**src/rtl/common_mem_pkg.sv**
```systemverilog
// Shared widths and the client state encoding for the common-memory client.
package common_mem_pkg;

  localparam int unsigned DATA_W    = 32;
  localparam int unsigned ADDR_W    = 2;
  localparam int unsigned BANK_W    = 3;
  localparam int unsigned NUM_BANKS = 8;

  typedef enum logic [1:0] {
    IDLE = 2'd0,
    WR   = 2'd1,
    RD   = 2'd2,
    CHK  = 2'd3
  } state_t;

endpackage

```
**src/rtl/common_mem_rd_stage.sv**
```systemverilog
// One-entry registered valid/ready output stage for read data.
// Holds data/last stable while valid is high and the consumer stalls.
module common_mem_rd_stage
  import common_mem_pkg::*;
(
  input  logic              clk_in,
  input  logic              rst,
  input  logic              load,
  input  logic [DATA_W-1:0] load_data,
  input  logic              load_last,
  output logic              in_ready,
  output logic              out_valid,
  input  logic              out_ready,
  output logic [DATA_W-1:0] out_data,
  output logic              out_last
);

  // A new word may enter when the stage is empty or being drained this cycle.
  assign in_ready = !out_valid || out_ready;

  // Output register: load wins over drain so back-to-back words stream at full rate.
  always_ff @(posedge clk_in or posedge rst) begin
    if (rst) begin
      out_valid <= 1'b0;
      out_data  <= '0;
      out_last  <= 1'b0;
    end else if (load) begin
      out_valid <= 1'b1;
      out_data  <= load_data;
      out_last  <= load_last;
    end else if (out_valid && out_ready) begin
      out_valid <= 1'b0;
      out_last  <= 1'b0;
    end
  end

endmodule

```
**src/rtl/common_mem_client.sv**
```systemverilog
// Bus-side initiator for one common-memory port: splits block requests into
// per-word port cycles. Writes go to OWN_BANK, reads stream out via rd_*.
// Optional write verification: define COMMON_MEM_CLIENT_WRCHK_EN.
module common_mem_client
  import common_mem_pkg::*;
#(
  parameter int unsigned OWN_BANK = 0
) (
  input  logic              clk_in,
  input  logic              rst,
  input  logic              req_valid,
  output logic              req_ready,
  input  logic              req_wr,
  input  logic [BANK_W-1:0] req_bank,
  input  logic [ADDR_W-1:0] req_base,
  input  logic [ADDR_W-1:0] req_len,
  input  logic              wd_valid,
  output logic              wd_ready,
  input  logic [DATA_W-1:0] wd_data,
  output logic              rd_valid,
  input  logic              rd_ready,
  output logic [DATA_W-1:0] rd_data,
  output logic              rd_last,
  output logic              mem_we,
  output logic [ADDR_W-1:0] mem_addr,
  output logic [BANK_W-1:0] mem_rd_od,
  output logic [DATA_W-1:0] mem_wd,
  input  logic [DATA_W-1:0] mem_rd,
  output logic              done,
  output logic              err
);

  localparam logic [BANK_W-1:0] OWN_BANK_ID = BANK_W'(OWN_BANK);

  state_t              state, state_nx;
  logic [BANK_W-1:0]   bank_q;
  logic [ADDR_W-1:0]   len_q;
  logic [ADDR_W-1:0]   ptr_q;
  logic [ADDR_W:0]     cnt_q;
  logic                done_q, done_nx;
  logic                accept, beat, issue, advance;
  logic                last_idx, stage_ready;

`ifdef COMMON_MEM_CLIENT_WRCHK_EN
  localparam int unsigned WORDS = 2 ** ADDR_W;
  logic [ADDR_W-1:0]   base_q;
  logic [DATA_W-1:0]   shadow [WORDS];
  logic                chk_step;
  logic                err_q;
`endif

  // cnt counts words handled so far in the current phase; last word when it equals len.
  assign last_idx = (cnt_q == {1'b0, len_q});

  // State register.
  always_ff @(posedge clk_in or posedge rst) begin
    if (rst) state <= IDLE;
    else     state <= state_nx;
  end

  // Next state and memory-port / handshake drive.
  always_comb begin
    state_nx  = state;
    req_ready = 1'b0;
    wd_ready  = 1'b0;
    mem_we    = 1'b0;
    mem_addr  = '0;
    mem_rd_od = OWN_BANK_ID;
    mem_wd    = '0;
    accept    = 1'b0;
    beat      = 1'b0;
    issue     = 1'b0;
    advance   = 1'b0;
    done_nx   = 1'b0;
`ifdef COMMON_MEM_CLIENT_WRCHK_EN
    chk_step  = 1'b0;
`endif
    case (state)
      IDLE: begin
        req_ready = 1'b1;
        if (req_valid) begin
          accept   = 1'b1;
          state_nx = req_wr ? WR : RD;
        end
      end
      WR: begin
        wd_ready = 1'b1;
        mem_we   = wd_valid;
        mem_addr = ptr_q;
        mem_wd   = wd_data;
        if (wd_valid) begin
          beat    = 1'b1;
          advance = 1'b1;
          if (last_idx) begin
`ifdef COMMON_MEM_CLIENT_WRCHK_EN
            state_nx = CHK;
`else
            state_nx = IDLE;
            done_nx  = 1'b1;
`endif
          end
        end
      end
      RD: begin
        mem_addr  = ptr_q;
        mem_rd_od = bank_q;
        // A fetch is pending while cnt <= len words have been issued.
        if ((cnt_q <= {1'b0, len_q}) && stage_ready) begin
          issue   = 1'b1;
          advance = 1'b1;
        end
        if (rd_valid && rd_ready && rd_last) begin
          state_nx = IDLE;
          done_nx  = 1'b1;
        end
      end
`ifdef COMMON_MEM_CLIENT_WRCHK_EN
      CHK: begin
        mem_addr = ptr_q;
        chk_step = 1'b1;
        advance  = 1'b1;
        if (last_idx) begin
          state_nx = IDLE;
          done_nx  = 1'b1;
        end
      end
`endif
      default: state_nx = IDLE;
    endcase
  end

  // Burst bookkeeping: latch request fields, step ptr/cnt per word, register done.
  always_ff @(posedge clk_in or posedge rst) begin
    if (rst) begin
      bank_q <= '0;
      len_q  <= '0;
      ptr_q  <= '0;
      cnt_q  <= '0;
      done_q <= 1'b0;
    end else begin
      done_q <= done_nx;
      if (accept) begin
        bank_q <= req_bank;
        len_q  <= req_len;
        ptr_q  <= req_base;
        cnt_q  <= '0;
      end
`ifdef COMMON_MEM_CLIENT_WRCHK_EN
      // Final write beat rewinds to the burst start for the verification pass.
      else if (beat && last_idx) begin
        ptr_q <= base_q;
        cnt_q <= '0;
      end
`endif
      else if (advance) begin
        ptr_q <= ptr_q + ADDR_W'(1);
        cnt_q <= cnt_q + (ADDR_W + 1)'(1);
      end
    end
  end

`ifdef COMMON_MEM_CLIENT_WRCHK_EN
  // Burst base and sticky mismatch flag, cleared on each new request.
  always_ff @(posedge clk_in or posedge rst) begin
    if (rst) begin
      base_q <= '0;
      err_q  <= 1'b0;
    end else if (accept) begin
      base_q <= req_base;
      err_q  <= 1'b0;
    end else if (chk_step && (mem_rd != shadow[cnt_q[ADDR_W-1:0]])) begin
      err_q <= 1'b1;
    end
  end

  // Shadow copy of each written word, indexed by beat number.
  always_ff @(posedge clk_in) begin
    if (beat) shadow[cnt_q[ADDR_W-1:0]] <= wd_data;
  end

  assign err = err_q;
`else
  assign err = 1'b0;
`endif

  assign done = done_q;

  common_mem_rd_stage u_rd_stage (
    .clk_in    (clk_in),
    .rst       (rst),
    .load      (issue),
    .load_data (mem_rd),
    .load_last (last_idx),
    .in_ready  (stage_ready),
    .out_valid (rd_valid),
    .out_ready (rd_ready),
    .out_data  (rd_data),
    .out_last  (rd_last)
  );

endmodule

```
**config.mk**
```make
export PLATFORM = sky130hd
export DESIGN_NAME = common_mem_client
export DESIGN_NICKNAME = d
export VERILOG_FILES = /design/src/rtl/common_mem_pkg.sv /design/src/rtl/common_mem_rd_stage.sv /design/src/rtl/common_mem_client.sv
export SDC_FILE = /design/constraint.sdc
export NUM_CORES = 1
export LEC_CHECK = 0
export ABC_AREA = 1
export CELL_PAD_IN_SITES_DETAIL_PLACEMENT = 0
export CELL_PAD_IN_SITES_GLOBAL_PLACEMENT = 1
export CORE_MARGIN = 2
export CORE_UTILIZATION = 26
export CTS_CLUSTER_SIZE = 40
export DETAILED_ROUTE_END_ITERATION = 6
export MAX_ROUTING_LAYER = met4
export PLACE_DENSITY_LB_ADDON = 0.1
export SYNTH_ARGS = -nofsm -noshare
export SYNTH_HDL_FRONTEND = slang
export SYNTH_SLANG_ARGS = --single-unit
```
**constraint.sdc**
```tcl
create_clock -name clk_in -period 2.4 [get_ports clk_in]
set_input_delay 0.24 -clock clk_in [delete_from_list [all_inputs] [get_ports clk_in]]
set_output_delay 0.24 -clock clk_in [all_outputs]
set_load 0.1 [all_outputs]
```
# [Word-level counts from Yosys, hierarchy flattened]
# Cells that the tools add are included.
[totals] mem_count=0 out_inout_bits=76 register_bits=47 mem_bits_ro=0 ram_bits=0 latch_bits=0 in_bits=77
[op_classes] n_shift=0 n_mux=29 n_div=0 reduce_logical=10 add_sub_neg=2 order_cmp=1 bitwise_logic=0 n_eq_ne=7 multipliers=0
[ops] operator="$mux 32" count=1
[ops] operator="$mux 2" count=8
[ops] operator="$mux 1" count=14
[ops] operator="$mux 3" count=3
[ops] operator="$ne 2x2->1 const B" count=3
[ops] operator="$pmux 2 s3" count=1
[ops] operator="$pmux 1 s2" count=2
[ops] operator="$reduce_and 4->1" count=1
[ops] operator="$reduce_bool 2->1" count=2
[ops] operator="$add 3x1->3 const B" count=1
[ops] operator="$eq 3x2->1" count=1
[ops] operator="$le 3x2->1" count=1
[ops] operator="$logic_and 1x1->1" count=3
[ops] operator="$add 2x1->2 const B" count=1
[ops] operator="$eq 2x1->1 const B" count=1
[ops] operator="$eq 2x2->1 const B" count=1
[ops] operator="$logic_not 2->1" count=1
[ops] operator="$ne 2x1->1 const B" count=1
[ops] operator="$reduce_or 2->1" count=1
[ops] operator="$logic_not 1->1" count=1
[ops] operator="$logic_or 1x1->1" count=1

# [Depth between registers and ports, before layout]
[logic_depth] ltp_word=7 depth_mapped=12

# [By module]
# A second synthesis with hierarchy kept.
[hier_totals] hier_cells=322 hier_area_um2=2441.1
[by_module_without_submodules] module="common_mem_rd_stage" area_per_inst_um2=1368.8 instances=1 cells_per_inst=146
[by_module_without_submodules] module="common_mem_client" area_per_inst_um2=1072.3 instances=1 cells_per_inst=176

# [Worst setup path before layout]
# No wires, ideal clock.
[synth_path] path_kind="reg2out" startpoint="register state[1]" endpoint="output port mem_wd[0]" required_ns=2.160 stages_incl_launch_ff=7 t_arrival_ns=2.452 path_slack_ns=-0.292 n_path_buf=2 path_cell_list="dfrtp_1 > inv_1 > ha_1 > clkbuf_1 > clkbuf_1 > nand2_1 > inv_1"
[synth_between] elab_chain_cells=2
[synth_lines] element="start, declared" line_no="common_mem_client.sv:35" text="state_t state, state_nx;"
[synth_lines] element="start signal, assigned" line_no="common_mem_client.sv:58" text="else state <= state_nx;"
[synth_lines] element="$eq 2x1->1" line_no="common_mem_client.sv:78" text="case (state)"
[synth_lines] element="$mux 32" line_no="common_mem_client.sv:78"
[synth_lines] element="end, declared" line_no="common_mem_client.sv:27" text="output logic [DATA_W-1:0] mem_wd,"
# Every way passes these cells.

# [Final worst setup path]
[layout_path] startpoint="register state[1]" endpoint="output port mem_we"
[layout_between] elab_chain_cells=2
[layout_lines] element="$eq 2x1->1" line_no="common_mem_client.sv:78"
[layout_lines] element="$mux 1" line_no="common_mem_client.sv:78"
[layout_lines] element="end, declared" line_no="common_mem_client.sv:24" text="output logic mem_we,"
# Every way passes these cells.

==> out/metrics.yaml <==
slew_violations: 0
yosys.area_share.simple: 0.338
drive_gt1_frac: 0.274
timing.fmax_mhz: 487
clock_path_buffers: 2
drv_cap: 0
antenna_found_initial: 0
post_cts_buffers: 0
outcome: "complete, no violations"
yosysTopAreaCellShare: 0.491
vias: 2469
diodes: 0
yosysUniqueCellTypes: 23
syn_to_final_growth_pct: 87.0
cts_hold_buffers: 0
clk_latency_ns: 0.29
grtUsageMet1: 0.187
synth_seq_cells: 47
ios: 153
yosysMostFrequentCell: "nand2_1"
synth_area_um2: 2400
synth-adder-area-share: 0.0313
nets: 550
rows: 35
busiest_layer: "met2"
grt_pass1_wl_mm: 11.8
synth_xor_area_frac: 0.00731
die_h_um: 100
cts_sinks: 47
cp-start-kind: "flip-flop"
min_path_type: "input pin to asynchronous set/reset pin"
hold_viol: 0
cp.arrival_ns: 1.81
die_width_um: 100
fin_worst_skew_ns: 0.00826
vias_per_cell: 4.26
htreeDepth: 2
dieArea_um2: 10000
ys_seq_area_frac: 0.491
grt_use_total: 0.150
synth_flop_cell: "dfrtp_1"
rsz0062_at_grt: "false"
route.detailed.drc: 0
dp_hpwl_mm: 5.68
io_buffer_count: 151
syn-instance-count: 319
synth_edf_count: 0
cp_data_required_time_ns: 2.16
period_needed_ns: 2.05
grt_pass1_vias: 2372
synthArstFlopShare: 1.00
drt_pass1_iterations: 4
syn_area_per_cell_um2: 7.51
tritoncts: "yes"
gr-total-overflow: 0
crit_fanout: 16
initial_utilization: 0.263
synth-compound-area-share: 0.0183
cp-end-kind: "output port"
coreArea_um2: 9110
numCtsBuffers: 5
post_cts_resized: 0
fin_tns_setup_ns: 0
grt_util_met2: 0.260
netlist_top_cells_area: "dfrtp_1 49%, nand2_1 21%, nand3_1 8.1%"
grt_use_met3: 0.0299
detail-route-antenna-nets: 0
grt_start_max_net_pins: 37
period_share: 0.856
yosys.area.top_type: "dfrtp_1"
synth_common_cells: "136 x nand2_1, 49 x inv_1, 47 x dfrtp_1"
routed_wl_mm: 7.44
clockRootBuffer: "clkbuf_8"
path_class: "flip-flop to output port"
drtIter0Drc: 87
synthesis.nets: 402
clkTransAtPathRegs_ns: 0.09
synth_mux_area_frac: 0
yosysWarnings: 0
finalSetupViolCount: 0
synth_top_family_by_area: "simple AND/OR/NAND/NOR gates"
wire_per_inst_um: 12.8
place_congestion: 0.749
[cell families (layout without fill, tap and decap cells)]
| group | Yosys count | after routing |
|---|---|---|
| flops | 47 | 47 |
| simple gates | 189 | 189 |
| buf+inv | 66 | 215 |
| other cells | 1 | 1 |
| xor+xnor | 2 | 2 |
| compound gates | 8 | 8 |
| fa+ha+maj | 6 | 6 |
[per-stage QoR]
step                      instances  cell area (um2)  utilization  hold slack (ns)  setup WS, ns
final                           579             4480        0.492            0.281         0.346
after global routing            579             4480        0.492            0.332         0.239
after CTS                       579             4480        0.492            0.294         0.337
after detailed placement        571             4380        0.481            0.460         0.568
after global placement          571             4380        0.481            0.457         0.607
after floorplan                 319             2510            -            0.336         0.187
[metal layers]
layer / wire (um) / part of all wire / vias to the layer above
met5: 0 / 0 / -
met1: 3060 / 0.41 / 1136
met4: 30 / 0.0040 / 0
met2: 3970 / 0.53 / 77
li1: - / - / 1252
met3: 378 / 0.051 / 4
[sequential cells by signal (all words and copies together) (netlist names)]
signal,flops
bank_q,3
cnt_q,3
done,1
len_q,2
ptr_q,2
state,2
u_rd_stage.out_data,32
u_rd_stage.out_last,1
u_rd_stage.out_valid,1
[worst max-delay path, cell delays in order, from the launching register on]
cell and delay [ns]:
dfrtp_1 0.42, inv_1 0.09, ha_2 0.42, nand2_1 0.25, inv_1 0.16, buf_12 0.18
[worst paths after layout]
| kind | depth (start not counted) | slack (ns) | endpoint | start |
|---|---|---|---|---|
| hold / removal | 2 | 0.28 | u_rd_stage.out_data[28] | rst |
| min in group clk_in | 3 | 0.48 | bank_q[2] | req_bank[2] |
| hold reg to reg | 2 | 0.48 | u_rd_stage.out_data[22] | u_rd_stage.out_data[22] |
| max in group asynchronous | 3 | 1.60 | state[0] | rst |
| setup reg to reg | 9 | 0.64 | ptr_q[0] | cnt_q[1] |
| setup / recovery | 5 | 0.35 | mem_we | state[1] |
[placed cells by master, fill, tap and decap left out, types with 2 or more instances in the layout]
master	instances
clkbuf_8	6
nand3_1	39
clkinvlp_4	31
nand2_2	2
clkdlybuf4s50_1	76
nand2_4	3
inv_1	18
dfrtp_1	47
buf_4	44
inv_2	2
nand4_1	3
o21ai_0	6
nor2_1	3
ha_1	5
buf_12	36
nand2_1	136
[area by class of cell]
cell class / count / area, um2
clock buffers: 6 / 82.6
clock inverters: 2 / 16.3
repair buffers: 156 / 1810
well taps: 111 / 139
fillers: 900 / 4630
inverters: 51 / 304
multi-input cells: 206 / 952
flip-flops and latches: 47 / 1180
Power is not shown: default switching activity piles up to over one toggle a cycle in this logic, so the estimate is an artifact.
